## config.mk

```make
export PLATFORM = sky130hd
export DESIGN_NAME = ad9361_fifo_reader
export DESIGN_NICKNAME = d
export VERILOG_FILES = /design/src/rtl/ad9361_pkg.sv /design/src/rtl/ad9361_skid_fifo.sv /design/src/rtl/ad9361_fifo_reader.sv
export SDC_FILE = /design/constraint.sdc
export NUM_CORES = 1
export LEC_CHECK = 0
export BUFFER_PORTS_ARGS = -buffer_cell sky130_fd_sc_hd__buf_4
export CAP_MARGIN = 0
export CORE_MARGIN = 2
export CORE_UTILIZATION = 51
export DETAILED_ROUTE_END_ITERATION = 10
export PLACE_DENSITY = 0.78
export SYNTH_ARGS = -nofsm -noshare
export SYNTH_HDL_FRONTEND = slang
export SYNTH_HIERARCHICAL = 1
export SYNTH_SLANG_ARGS = --single-unit
```

## constraint.sdc

```tcl
create_clock -name clk -period 2.4 [get_ports clk]
set_input_delay 0.12 -clock clk [delete_from_list [all_inputs] [get_ports clk]]
set_output_delay 0.12 -clock clk [all_outputs]
set_load 0.005 [all_outputs]
```

## src/rtl/ad9361_pkg.sv

```systemverilog
// Shared constants and types for the AD9361 nibble-FIFO read path.
// No ports; imported by the reader top level and its skid buffer.
package ad9361_pkg;

  localparam int AD9361_SAMPLE_W           = 12;
  localparam int AD9361_NIBBLES_PER_SAMPLE = 3;
  localparam int FIFO18_RD_LATENCY_DOREG   = 2;

  // Number of nibbles already collected for the sample being assembled.
  typedef enum logic [1:0] {
    PH_NONE = 2'd0,
    PH_ONE  = 2'd1,
    PH_TWO  = 2'd2
  } nib_phase_e;

endpackage

```

## src/rtl/ad9361_skid_fifo.sv

```systemverilog
// Small synchronous FIFO that catches nibbles landing from the FIFO18E1
// read pipeline so the packer can stall without losing in-flight data.
// Ports:
//   clk, rst_n       clock, asynchronous active-low reset
//   flush_i          synchronous drop of all stored entries
//   push_i/push_data_i  write one entry
//   pop_i/pop_data_o    head entry and its removal (pop when empty is ignored)
//   empty_o, count_o    occupancy
module ad9361_skid_fifo #(
  parameter int WIDTH = 4,
  parameter int DEPTH = 4,
  localparam int CNT_W = $clog2(DEPTH + 1),
  localparam int PTR_W = (DEPTH > 1) ? $clog2(DEPTH) : 1
) (
  input  logic             clk,
  input  logic             rst_n,
  input  logic             flush_i,
  input  logic             push_i,
  input  logic [WIDTH-1:0] push_data_i,
  input  logic             pop_i,
  output logic [WIDTH-1:0] pop_data_o,
  output logic             empty_o,
  output logic [CNT_W-1:0] count_o
);

  logic [WIDTH-1:0] mem_q [DEPTH];
  logic [PTR_W-1:0] wr_ptr_q, wr_ptr_d;
  logic [PTR_W-1:0] rd_ptr_q, rd_ptr_d;
  logic [CNT_W-1:0] count_q, count_d;
  logic             do_pop;

  // Wrapping increment so DEPTH need not be a power of two.
  function automatic logic [PTR_W-1:0] ptr_inc(input logic [PTR_W-1:0] p);
    if (p == PTR_W'(DEPTH - 1)) return '0;
    return p + PTR_W'(1);
  endfunction

  assign empty_o    = (count_q == '0);
  assign count_o    = count_q;
  assign do_pop     = pop_i && !empty_o;
  assign pop_data_o = mem_q[rd_ptr_q];

  always_comb begin
    wr_ptr_d = wr_ptr_q;
    rd_ptr_d = rd_ptr_q;
    count_d  = count_q;
    if (flush_i) begin
      wr_ptr_d = '0;
      rd_ptr_d = '0;
      count_d  = '0;
    end else begin
      if (push_i) wr_ptr_d = ptr_inc(wr_ptr_q);
      if (do_pop) rd_ptr_d = ptr_inc(rd_ptr_q);
      case ({push_i, do_pop})
        2'b10:   count_d = count_q + CNT_W'(1);
        2'b01:   count_d = count_q - CNT_W'(1);
        default: count_d = count_q;
      endcase
    end
  end

  always_ff @(posedge clk or negedge rst_n) begin
    if (!rst_n) begin
      wr_ptr_q <= '0;
      rd_ptr_q <= '0;
      count_q  <= '0;
    end else begin
      wr_ptr_q <= wr_ptr_d;
      rd_ptr_q <= rd_ptr_d;
      count_q  <= count_d;
    end
  end

  // Storage carries no reset; occupancy is tracked by the pointers alone.
  always_ff @(posedge clk) begin
    if (push_i && !flush_i) mem_q[wr_ptr_q] <= push_data_i;
  end

  // The reader's credit scheme must never push into a full buffer.
  a_no_overflow: assert property (@(posedge clk) disable iff (!rst_n)
    !(push_i && !flush_i && !do_pop && (count_q == CNT_W'(DEPTH))));

endmodule

```

## src/rtl/ad9361_fifo_reader.sv

```systemverilog
// Read-side controller for the AD9361 nibble FIFO (FIFO18E1, DO_REG=1).
// Issues RDEN only when data is present and landing space is reserved,
// absorbs the read latency, packs three nibbles LSB-first into a sample
// and presents it on a valid/ready stream.
// Ports:
//   clk, reset_n          read clock, asynchronous active-low reset
//   enable, clear         read permit, synchronous abort
//   fifo_empty, fifo_do   FIFO EMPTY flag and DO
//   fifo_rd_en            FIFO RDEN
//   m_data/m_valid/m_ready  output sample stream, {n2,n1,n0}
//   underrun              sticky starvation flag
//   nib_phase             nibbles held in the partial sample
module ad9361_fifo_reader
  import ad9361_pkg::*;
#(
  parameter int FIFO_DW    = AD9361_SAMPLE_W / AD9361_NIBBLES_PER_SAMPLE,
  parameter int SAMPLE_W   = AD9361_SAMPLE_W,
  parameter int RD_LATENCY = FIFO18_RD_LATENCY_DOREG,
  parameter int SKID_DEPTH = 4
) (
  input  logic                clk,
  input  logic                reset_n,
  input  logic                enable,
  input  logic                clear,
  input  logic                fifo_empty,
  input  logic [FIFO_DW-1:0]  fifo_do,
  output logic                fifo_rd_en,
  output logic [SAMPLE_W-1:0] m_data,
  output logic                m_valid,
  input  logic                m_ready,
  output logic                underrun,
  output logic [1:0]          nib_phase
);

  localparam int SKID_CNT_W = $clog2(SKID_DEPTH + 1);
  localparam int INF_W      = $clog2(RD_LATENCY + 1);

  logic [RD_LATENCY-1:0]  tok_q, tok_d;
  logic [INF_W-1:0]       inflight;
  logic                   run_q;
  logic                   credit_ok;
  logic                   land;

  logic [FIFO_DW-1:0]     skid_do;
  logic                   skid_empty;
  logic [SKID_CNT_W-1:0]  skid_count;
  logic                   pop;
  logic                   stall;

  nib_phase_e             phase_q, phase_d;
  logic [2*FIFO_DW-1:0]   partial_q, partial_d;
  logic [SAMPLE_W-1:0]    data_q, data_d;
  logic                   valid_q, valid_d;
  logic                   underrun_q, underrun_d;

  // Reads in flight are the set bits of the token pipeline.
  always_comb begin
    inflight = '0;
    for (int i = 0; i < RD_LATENCY; i++) begin
      inflight = inflight + INF_W'(tok_q[i]);
    end
  end

  // Every nibble either in flight or parked in the skid buffer holds a slot,
  // so a read is only issued when its landing slot is already reserved.
  assign credit_ok  = (32'(inflight) + 32'(skid_count)) < 32'(SKID_DEPTH);
  // run_q keeps RDEN low while reset is asserted, even with enable high.
  assign fifo_rd_en = run_q && enable && !clear && !fifo_empty && credit_ok;
  assign land       = tok_q[RD_LATENCY-1];

  always_comb begin
    tok_d    = '0;
    tok_d[0] = fifo_rd_en;
    for (int i = 1; i < RD_LATENCY; i++) begin
      tok_d[i] = tok_q[i-1];
    end
    if (clear) tok_d = '0;
  end

  ad9361_skid_fifo #(
    .WIDTH (FIFO_DW),
    .DEPTH (SKID_DEPTH)
  ) u_skid (
    .clk         (clk),
    .rst_n       (reset_n),
    .flush_i     (clear),
    .push_i      (land && !clear),
    .push_data_i (fifo_do),
    .pop_i       (pop),
    .pop_data_o  (skid_do),
    .empty_o     (skid_empty),
    .count_o     (skid_count)
  );

  // Only the sample-completing pop needs the output register free; the first
  // two nibbles can always be taken into the partial register.
  assign stall = (phase_q == PH_TWO) && valid_q && !m_ready;
  assign pop   = !skid_empty && !stall && !clear;

  always_comb begin
    phase_d    = phase_q;
    partial_d  = partial_q;
    data_d     = data_q;
    valid_d    = valid_q;
    underrun_d = underrun_q;

    if (valid_q && m_ready) valid_d = 1'b0;

    if (pop) begin
      case (phase_q)
        PH_NONE: begin
          partial_d[FIFO_DW-1:0] = skid_do;
          phase_d                = PH_ONE;
        end
        PH_ONE: begin
          partial_d[2*FIFO_DW-1:FIFO_DW] = skid_do;
          phase_d                        = PH_TWO;
        end
        default: begin
          data_d  = {skid_do, partial_q};
          valid_d = 1'b1;
          phase_d = PH_NONE;
        end
      endcase
    end

    if (enable && m_ready && !valid_q && fifo_empty && skid_empty && (inflight == '0)) begin
      underrun_d = 1'b1;
    end

    if (clear) begin
      phase_d    = PH_NONE;
      partial_d  = '0;
      valid_d    = 1'b0;
      underrun_d = 1'b0;
    end
  end

  always_ff @(posedge clk or negedge reset_n) begin
    if (!reset_n) begin
      run_q      <= 1'b0;
      tok_q      <= '0;
      phase_q    <= PH_NONE;
      partial_q  <= '0;
      data_q     <= '0;
      valid_q    <= 1'b0;
      underrun_q <= 1'b0;
    end else begin
      run_q      <= 1'b1;
      tok_q      <= tok_d;
      phase_q    <= phase_d;
      partial_q  <= partial_d;
      data_q     <= data_d;
      valid_q    <= valid_d;
      underrun_q <= underrun_d;
    end
  end

  assign m_data    = data_q;
  assign m_valid   = valid_q;
  assign underrun  = underrun_q;
  assign nib_phase = phase_q;

endmodule

```

# --- Word level (Yosys, flattened, before mapping) ---
# Memory sizes are Yosys's and may differ from the RTL's.
# Index checks and enable logic that the tools add are counted.
totals:
  ff_bits: 34
  wordCells: 95
  mem_bits_ro: 0
  latch_bits: 0
  ram_bits: 16
  memories: 1
  out_inout_bits: 17
  in_bits: 10
mem_list:
  columns: ["name", "words", "word_bits", "rd", "rd_clocked_by_memory_dff", "wr", "line", "text"]
  rows:
  - ["u_skid.mem_q", 4, 4, 1, 0, 1, "ad9361_skid_fifo.sv:26", "logic [WIDTH-1:0] mem_q [DEPTH];"]
classes:
  n_shift: 0
  add_sub_neg: 6
  div: 0
  bitwise: 1
  n_reduce_logical: 37
  n_eq_ne: 6
  n_mux: 32
  n_lt_le_gt_ge: 1
  n_mul: 0
op_table:
  columns: ["operator", "count"]
  rows:
  - ["2-bit 2-to-1 mux", 11]
  - ["1-bit logical AND", 17]
  - ["8-bit 2-to-1 mux", 2]
  - ["1-bit 2-to-1 mux", 14]
  - ["2-bit nonzero test", 6]
  - ["2-bit == test, second input constant", 4]
  - ["4-bit 2-to-1 mux", 2]
  - ["1-bit logical NOT", 6]
  - ["3-bit one-hot mux with 2 select lines", 1]
  - ["2-bit AND reduction", 3]
  - ["2-bit by 1-bit adder with 2-bit output, second input constant", 2]
  - ["2-bit by 3-bit adder with 4-bit output", 1]
  - ["2-bit by 1-bit == test with 1-bit output, second input constant", 2]
  - ["2-bit logical NOT", 2]
  - ["4-bit by 3-bit < comparator with 1-bit output, second input constant", 1]
  - ["2-bit one-hot mux with 2 select lines", 1]
  - ["3-bit by 1-bit adder with 3-bit output, second input constant", 1]
  - ["3-bit logical NOT", 1]
  - ["3-bit 2-to-1 mux", 1]
  - ["3-bit nonzero test", 1]
  - ["3-bit by 1-bit subtractor with 3-bit output, second input constant", 1]
  - ["1-bit by 1-bit adder with 2-bit output", 1]
  - ["2-bit OR reduction", 1]
  - ["1-bit NOT", 1]

# --- Longest topological paths before layout ---
logic_depth:
  depth_word: 12
  depth_mapped: 9
  depth_no_buf: 8

# --- Modules after synthesis ---
# The synthesis kept the hierarchy.
modules_own_cells:
  columns: ["module", "cells_each", "seq_area_each_um2", "area_per_inst_um2", "n_inst"]
  rows:
  - ["ad9361_fifo_reader", 87, 675.6, 1172.4, 1]
  - ["ad9361_skid_fifo", 74, 655.6, 1081.0, 1]

# --- Worst setup path after synthesis ---
# No wires, ideal clock.
synth_timing:
  path_kind: "register -> register"
  startpoint: "register u_skid.count_q[1], in the netlist u_skid/count_o[1]"
  endpoint: "register u_skid.count_q[1], in the netlist u_skid/count_o[1]"
  path_slack_ps: -149
  t_arrival_ps: 2413
  required_time_ps: 2264
  path_stages_with_launch: 9
  synth_period_minus_slack_ps: 2549
  n_path_buf: 1
  setup_time_ps: 136
  path_cell_list: "dfrtp_1 -> nor3_1 -> buf_2 -> a211oi_1 -> o31ai_4 -> nor2_1 -> fa_1 -> a221oi_1 -> a211oi_1"
synth_via:
  elab_chain_cells: 8
  elab_cells_between_ends: 12
  classes_between: "2 x add/sub; 2 x eq/ne; 2 x mux; 6 x reduce/logical"
synth_rtl:
  columns: ["item", "line", "text"]
  rows:
  - ["start, declared", "ad9361_skid_fifo.sv:29", "logic [CNT_W-1:0] count_q, count_d;"]
  - ["start signal, assigned", "ad9361_skid_fifo.sv:70", "count_q <= count_d;"]
  - ["3-bit logical NOT (*)", "ad9361_skid_fifo.sv:38", "assign empty_o = (count_q == '0);"]
  - ["named net skid_empty", "ad9361_fifo_reader.sv:45", "logic skid_empty;"]
  - ["1-bit logical NOT (*)", "ad9361_fifo_reader.sv:98", "assign pop = !skid_empty && !stall && !clear;"]
  - ["1-bit logical AND (*) (2 in a row)", "ad9361_fifo_reader.sv:98", null]
  - ["named net pop", "ad9361_fifo_reader.sv:47", "logic pop;"]
  - ["1-bit logical AND (*)", "ad9361_skid_fifo.sv:40", "assign do_pop = pop_i && !empty_o;"]
  - ["2-bit by 1-bit == test with 1-bit output / 2-bit == test (equally long branches)", "ad9361_skid_fifo.sv:54", "case ({push_i, do_pop})"]
  - ["3-bit one-hot mux with 2 select lines", "ad9361_skid_fifo.sv:54", null]
  - ["3-bit 2-to-1 mux", "ad9361_skid_fifo.sv:47", "if (flush_i) begin"]
# Mark *: on every way through the listed nets, which the timed path passes. The rest lies on a longest branch.
# A chain may end at the register's enable or synchronous reset.

# --- Final worst setup path ---
layout_timing:
  startpoint: "register valid_q, in the netlist m_valid"
  endpoint: "register u_skid.count_q[1], in the netlist u_skid/count_o[1]"
layout_via:
  elab_chain_cells: 9
  elab_cells_between_ends: 11
  classes_between: "2 x eq/ne; 2 x mux; 7 x reduce/logical"
layout_rtl:
  columns: ["item", "line", "text"]
  rows:
  - ["start, declared", "ad9361_fifo_reader.sv:53", "logic valid_q, valid_d;"]
  - ["start signal, assigned", "ad9361_fifo_reader.sv:154", "valid_q <= valid_d;"]
  - ["1-bit logical AND (*) (2 in a row)", "ad9361_fifo_reader.sv:97", "assign stall = (phase_q == PH_TWO) && valid_q && !m_ready;"]
  - ["1-bit logical NOT (*)", "ad9361_fifo_reader.sv:98", null]
  - ["1-bit logical AND (*) (2 in a row)", "ad9361_fifo_reader.sv:98", null]
  - ["named net pop", "ad9361_fifo_reader.sv:47", null]
  - ["1-bit logical AND (*)", "ad9361_skid_fifo.sv:40", null]
  - ["2-bit by 1-bit == test with 1-bit output / 2-bit == test (equally long branches)", "ad9361_skid_fifo.sv:54", null]
  - ["3-bit one-hot mux with 2 select lines", "ad9361_skid_fifo.sv:54", null]
  - ["3-bit 2-to-1 mux", "ad9361_skid_fifo.sv:47", null]
# Marks and branches as above.

==> tab_implementation.tex <==
\begin{tabular}{lr}
\hline
Metric & Value \\
\hline
\multicolumn{2}{l}{\textbf{Worst setup path}} \\
Startpoint types & register \\
Highest fanout seen on the critical path & 8 \\
Required time of the critical path & 2570 ps \\
Register-to-register setup slack & 120 ps \\
Critical Path Sink Type & register \\
Critical Setup Path Class & reg -> reg \\
WP data arrival & 2450 ps \\
\multicolumn{2}{l}{\textbf{Global routing}} \\
Wire length of the first global-routing pass & 6820 µm \\
Initial antenna violation count & 0 \\
Largest net degree at the start of global routing & 35 \\
Via count of the first global-routing pass & 1430 \\
Total routing usage reported by global routing & 18.0\% \\
Overflow after GRT & 0 \\
\multicolumn{2}{l}{\textbf{Floorplanning}} \\
Core region area & 4290 µm² \\
Starting density of the core & 52.5\% \\
I/O pin count & 27 \\
Floorplan die height & 70.5 µm \\
Area of the die & 4970 µm² \\
Overall die width & 70.5 µm \\
Num rows & 24 \\
\multicolumn{2}{l}{\textbf{Yosys}} \\
Leading register cell type out of synthesis & sky130\_fd\_sc\_hd\_\_dfrtp\_1 \\
Top post-synthesis cells by area & sky130\_fd\_sc\_hd\_\_dfrtp\_1 (38\%), sky130\_fd\_sc\_hd\_\_edfxtp\_1 (21\%), sky130\_fd\_sc\_hd\_\_mux2\_4 (6.0\%) \\
Total of flip-flops plus latches after synthesis & 50 \\
Count of unique library cells instantiated by Yosys & 38 \\
Cell types with the highest counts after synthesis & sky130\_fd\_sc\_hd\_\_dfrtp\_1 (34), sky130\_fd\_sc\_hd\_\_nor2\_1 (19), sky130\_fd\_sc\_hd\_\_edfxtp\_1 (16), sky130\_fd\_sc\_hd\_\_mux2i\_1 (10), sky130\_fd\_sc\_hd\_\_mux2\_4 (9) \\
Portion of synthesized cell area occupied by the leading cell type & 37.8\% \\
Cell taking the most area after synthesis & sky130\_fd\_sc\_hd\_\_dfrtp\_1 \\
Yosys synthesis warning count & 6 \\
Synthesized area per cell & 14.0 µm² \\
Mapped Area & 2250 µm² \\
Most instantiated library cell after synthesis & sky130\_fd\_sc\_hd\_\_dfrtp\_1 \\
Synth Instances & 161 \\
Fraction of registers with async set/reset & 68.0\% \\
Post-Synthesis Net Count & 180 \\
Sequential share of the synthesized area & 59.1\% \\
Post-synth EDFFs & 16 \\
\multicolumn{2}{l}{\textbf{Flow run}} \\
Max cap viols & 0 \\
\multicolumn{2}{l}{\textbf{STA}} \\
Worst slew slack as a fraction of its limit & 54.1\% \\
Count of final max-slew check failures & 0 \\
TNS Setup & 0 ps \\
Max Fclk & 0.439 GHz \\
Worst setup margin & 120 ps \\
Final Cycle Share & 95.0\% \\
Setup repair after global routing missed its margin & false \\
Actual slew at the worst max-slew pin & 688 ps \\
Max Clock Skew & 5.03 ps \\
Hold Violations, Final & 0 \\
Final setup violation count & 0 \\
Post-layout min period & 2280 ps \\
\multicolumn{2}{l}{\textbf{Pwr}} \\
Power density over cell area & 590 nW/µm² \\
IR Drop Worst-Case VDD & 0.259 mV \\
Cell leakage power & 0.00117 µW \\
\multicolumn{2}{l}{\textbf{Placement}} \\
Worst Setup Slack post-DPL & 182 ps \\
DPL Wire Length & 2900 µm \\
Area after detailed placement & 2510 µm² \\
Count of buffers from port buffering & 26 \\
Final Wtd Congestion & 0.752 \\
\multicolumn{2}{l}{\textbf{Layout}} \\
Share of layout cells above drive strength 1 & 33.7\% \\
Summed area of non-filler cells in the final layout & 2640 µm² \\
Layout overhead on the synthesized area & 17.2\% \\
Final \#Nets & 211 \\
Antenna cell count & 0 \\
Final cell utilization of the core & 61.5\% \\
\multicolumn{2}{l}{\textbf{Detailed routing}} \\
TritonRoute pass-1 iters & 4 \\
Antenna viol nets, final & 0 \\
Sum of routed wire length over all layers & 4070 µm \\
DRC viols & 0 \\
Wire length per cell & 16.6 µm \\
Detailed-route via count & 1319 \\
Via-per-instance ratio & 5.38 \\
Initial DRC Count & 53 \\
\multicolumn{2}{l}{\textbf{Clock tree}} \\
Clock-pin slew on the worst setup and hold paths & 90 ps \\
Number of buffers on the longest clock path & 2 \\
Number of H-tree branching levels & 2 \\
Clock tree from TritonCTS & built \\
Clock sink count & 50 \\
Clock latency on the worst-skew pair & 300 ps \\
Total clock buffers created by CTS & 5 \\
Setup repair bufs after CTS & 0 \\
Cell at the root of the clock tree & sky130\_fd\_sc\_hd\_\_clkbuf\_8 \\
\multicolumn{2}{l}{\textbf{Run status}} \\
Status & completed \\
\multicolumn{2}{l}{\textbf{Min path}} \\
Hold WC Path Type & in -> reg \\
\hline
\end{tabular}
-- cell usage in the layout, fill, tap and decap left out, types with 2 or more instances in the layout --
cell type | synthesis | layout
sky130_fd_sc_hd__dfrtp_1 | 34 | 33
sky130_fd_sc_hd__clkinv_2 | 0 | 2
sky130_fd_sc_hd__a31oi_1 | 3 | 3
sky130_fd_sc_hd__ha_1 | 8 | 8
sky130_fd_sc_hd__a21oi_1 | 5 | 5
sky130_fd_sc_hd__nor2_1 | 19 | 18
sky130_fd_sc_hd__nand4_1 | 2 | 2
sky130_fd_sc_hd__clkbuf_8 | 0 | 5
sky130_fd_sc_hd__buf_4 | 0 | 31
sky130_fd_sc_hd__and2_1 | 4 | 4
sky130_fd_sc_hd__edfxtp_1 | 16 | 16
sky130_fd_sc_hd__nor3b_2 | 1 | 2
sky130_fd_sc_hd__xnor2_1 | 2 | 2
sky130_fd_sc_hd__mux2_4 | 9 | 9
sky130_fd_sc_hd__mux4_2 | 4 | 4
sky130_fd_sc_hd__nand3_1 | 3 | 3
sky130_fd_sc_hd__nor2b_1 | 2 | 2
sky130_fd_sc_hd__mux2i_1 | 10 | 10
sky130_fd_sc_hd__nand2_1 | 5 | 5
sky130_fd_sc_hd__inv_1 | 5 | 5
sky130_fd_sc_hd__mux2_2 | 3 | 3
-- sequential cells by signal, indices dropped and copies added, names as in the netlist --
register	cells
u_skid/mem_q	16
m_data	12
partial_q	8
u_skid/count_o	3
nib_phase	2
tok_q	2
u_skid/rd_ptr_q	2
u_skid/wr_ptr_q	2
m_valid	1
run_q	1
underrun	1
-- worst max-delay path, stage by stage, from the launching register on --
cell and delay, ps:
sky130_fd_sc_hd__dfrtp_1 410, sky130_fd_sc_hd__nor3b_2 180, sky130_fd_sc_hd__a211oi_2 300, sky130_fd_sc_hd__o31ai_4 190, sky130_fd_sc_hd__nor2_2 150, sky130_fd_sc_hd__fa_1 500
sky130_fd_sc_hd__a221oi_2 330, sky130_fd_sc_hd__a211oi_1 80
-- layout make-up --
cell class | instances | area, µm²
Clock buffer | 5 | 68.8
Clock inverter | 3 | 40.0
Fill cell | 334 | 1650
Inverter | 5 | 18.8
Multi-Input combinational cell | 98 | 872
Sequential cell | 50 | 1330
Tap cell | 52 | 65.1
Timing Repair Buffer | 32 | 243
-- cell families after synthesis --
logic type | synth area share [%]
AND/OR/NAND/NOR | 10.5
buffers and inverters | 3.05
multiplexers | 15.9
flip-flops | 59.1
XOR/XNOR | 0.777
AO/OA/AOI/OAI | 5.16
adder cells (fa/ha/maj) | 5.33
other | 0.166
-- where the power goes --
part / switching (µW) / internal, µW
Sequential: 8.09 / 892
Combinational: 41.1 / 40.8
Clock: 269 / 307
Total: 318 / 1240
-- layer usage --
layer  share of wire, %  up-vias  routed length (µm)  track usage (%)
li1                   -      632                   -                -
met1                 41      654                1670             21.3
met2                 53       26                2170             31.0
met3                4.5        7                 183             6.49
met4                1.2        0                  48             4.91
met5                  0        -                   0                0
-- what timing repair did --
action | in CTS | in global routing
hold buffers | 1 | 0
setup endpoints to repair | 0 | 1
resized for setup | 0 | 4
hold endpoints to repair | 34 | 0
-- final timing paths --
| path | startpoint | end | cells after the start |
|---|---|---|---|
| worst max register to register | m_valid | u_skid/count_o[1] | 7 |
| max in group asynchronous | reset_n | u_skid/count_o[2] | 2 |
| worst max-delay path | m_valid | u_skid/count_o[1] | 7 |
| worst min register to register | underrun | underrun | 2 |
| min in group asynchronous | reset_n | underrun | 2 |
| worst min-delay path | fifo_do[1] | u_skid/mem_q[2][1] | 1 |
-- through the flow --
stage,hold WS (ps),cells,total power (µW)
after floorplan,-176,161,951
after global routing,4.76,245,1620
after detailed placement,96.9,236,999
after global placement,85.7,236,994
final,16.8,245,1560
after CTS,6.59,245,1570
Note: power is estimated with default switching activity, not from simulation.
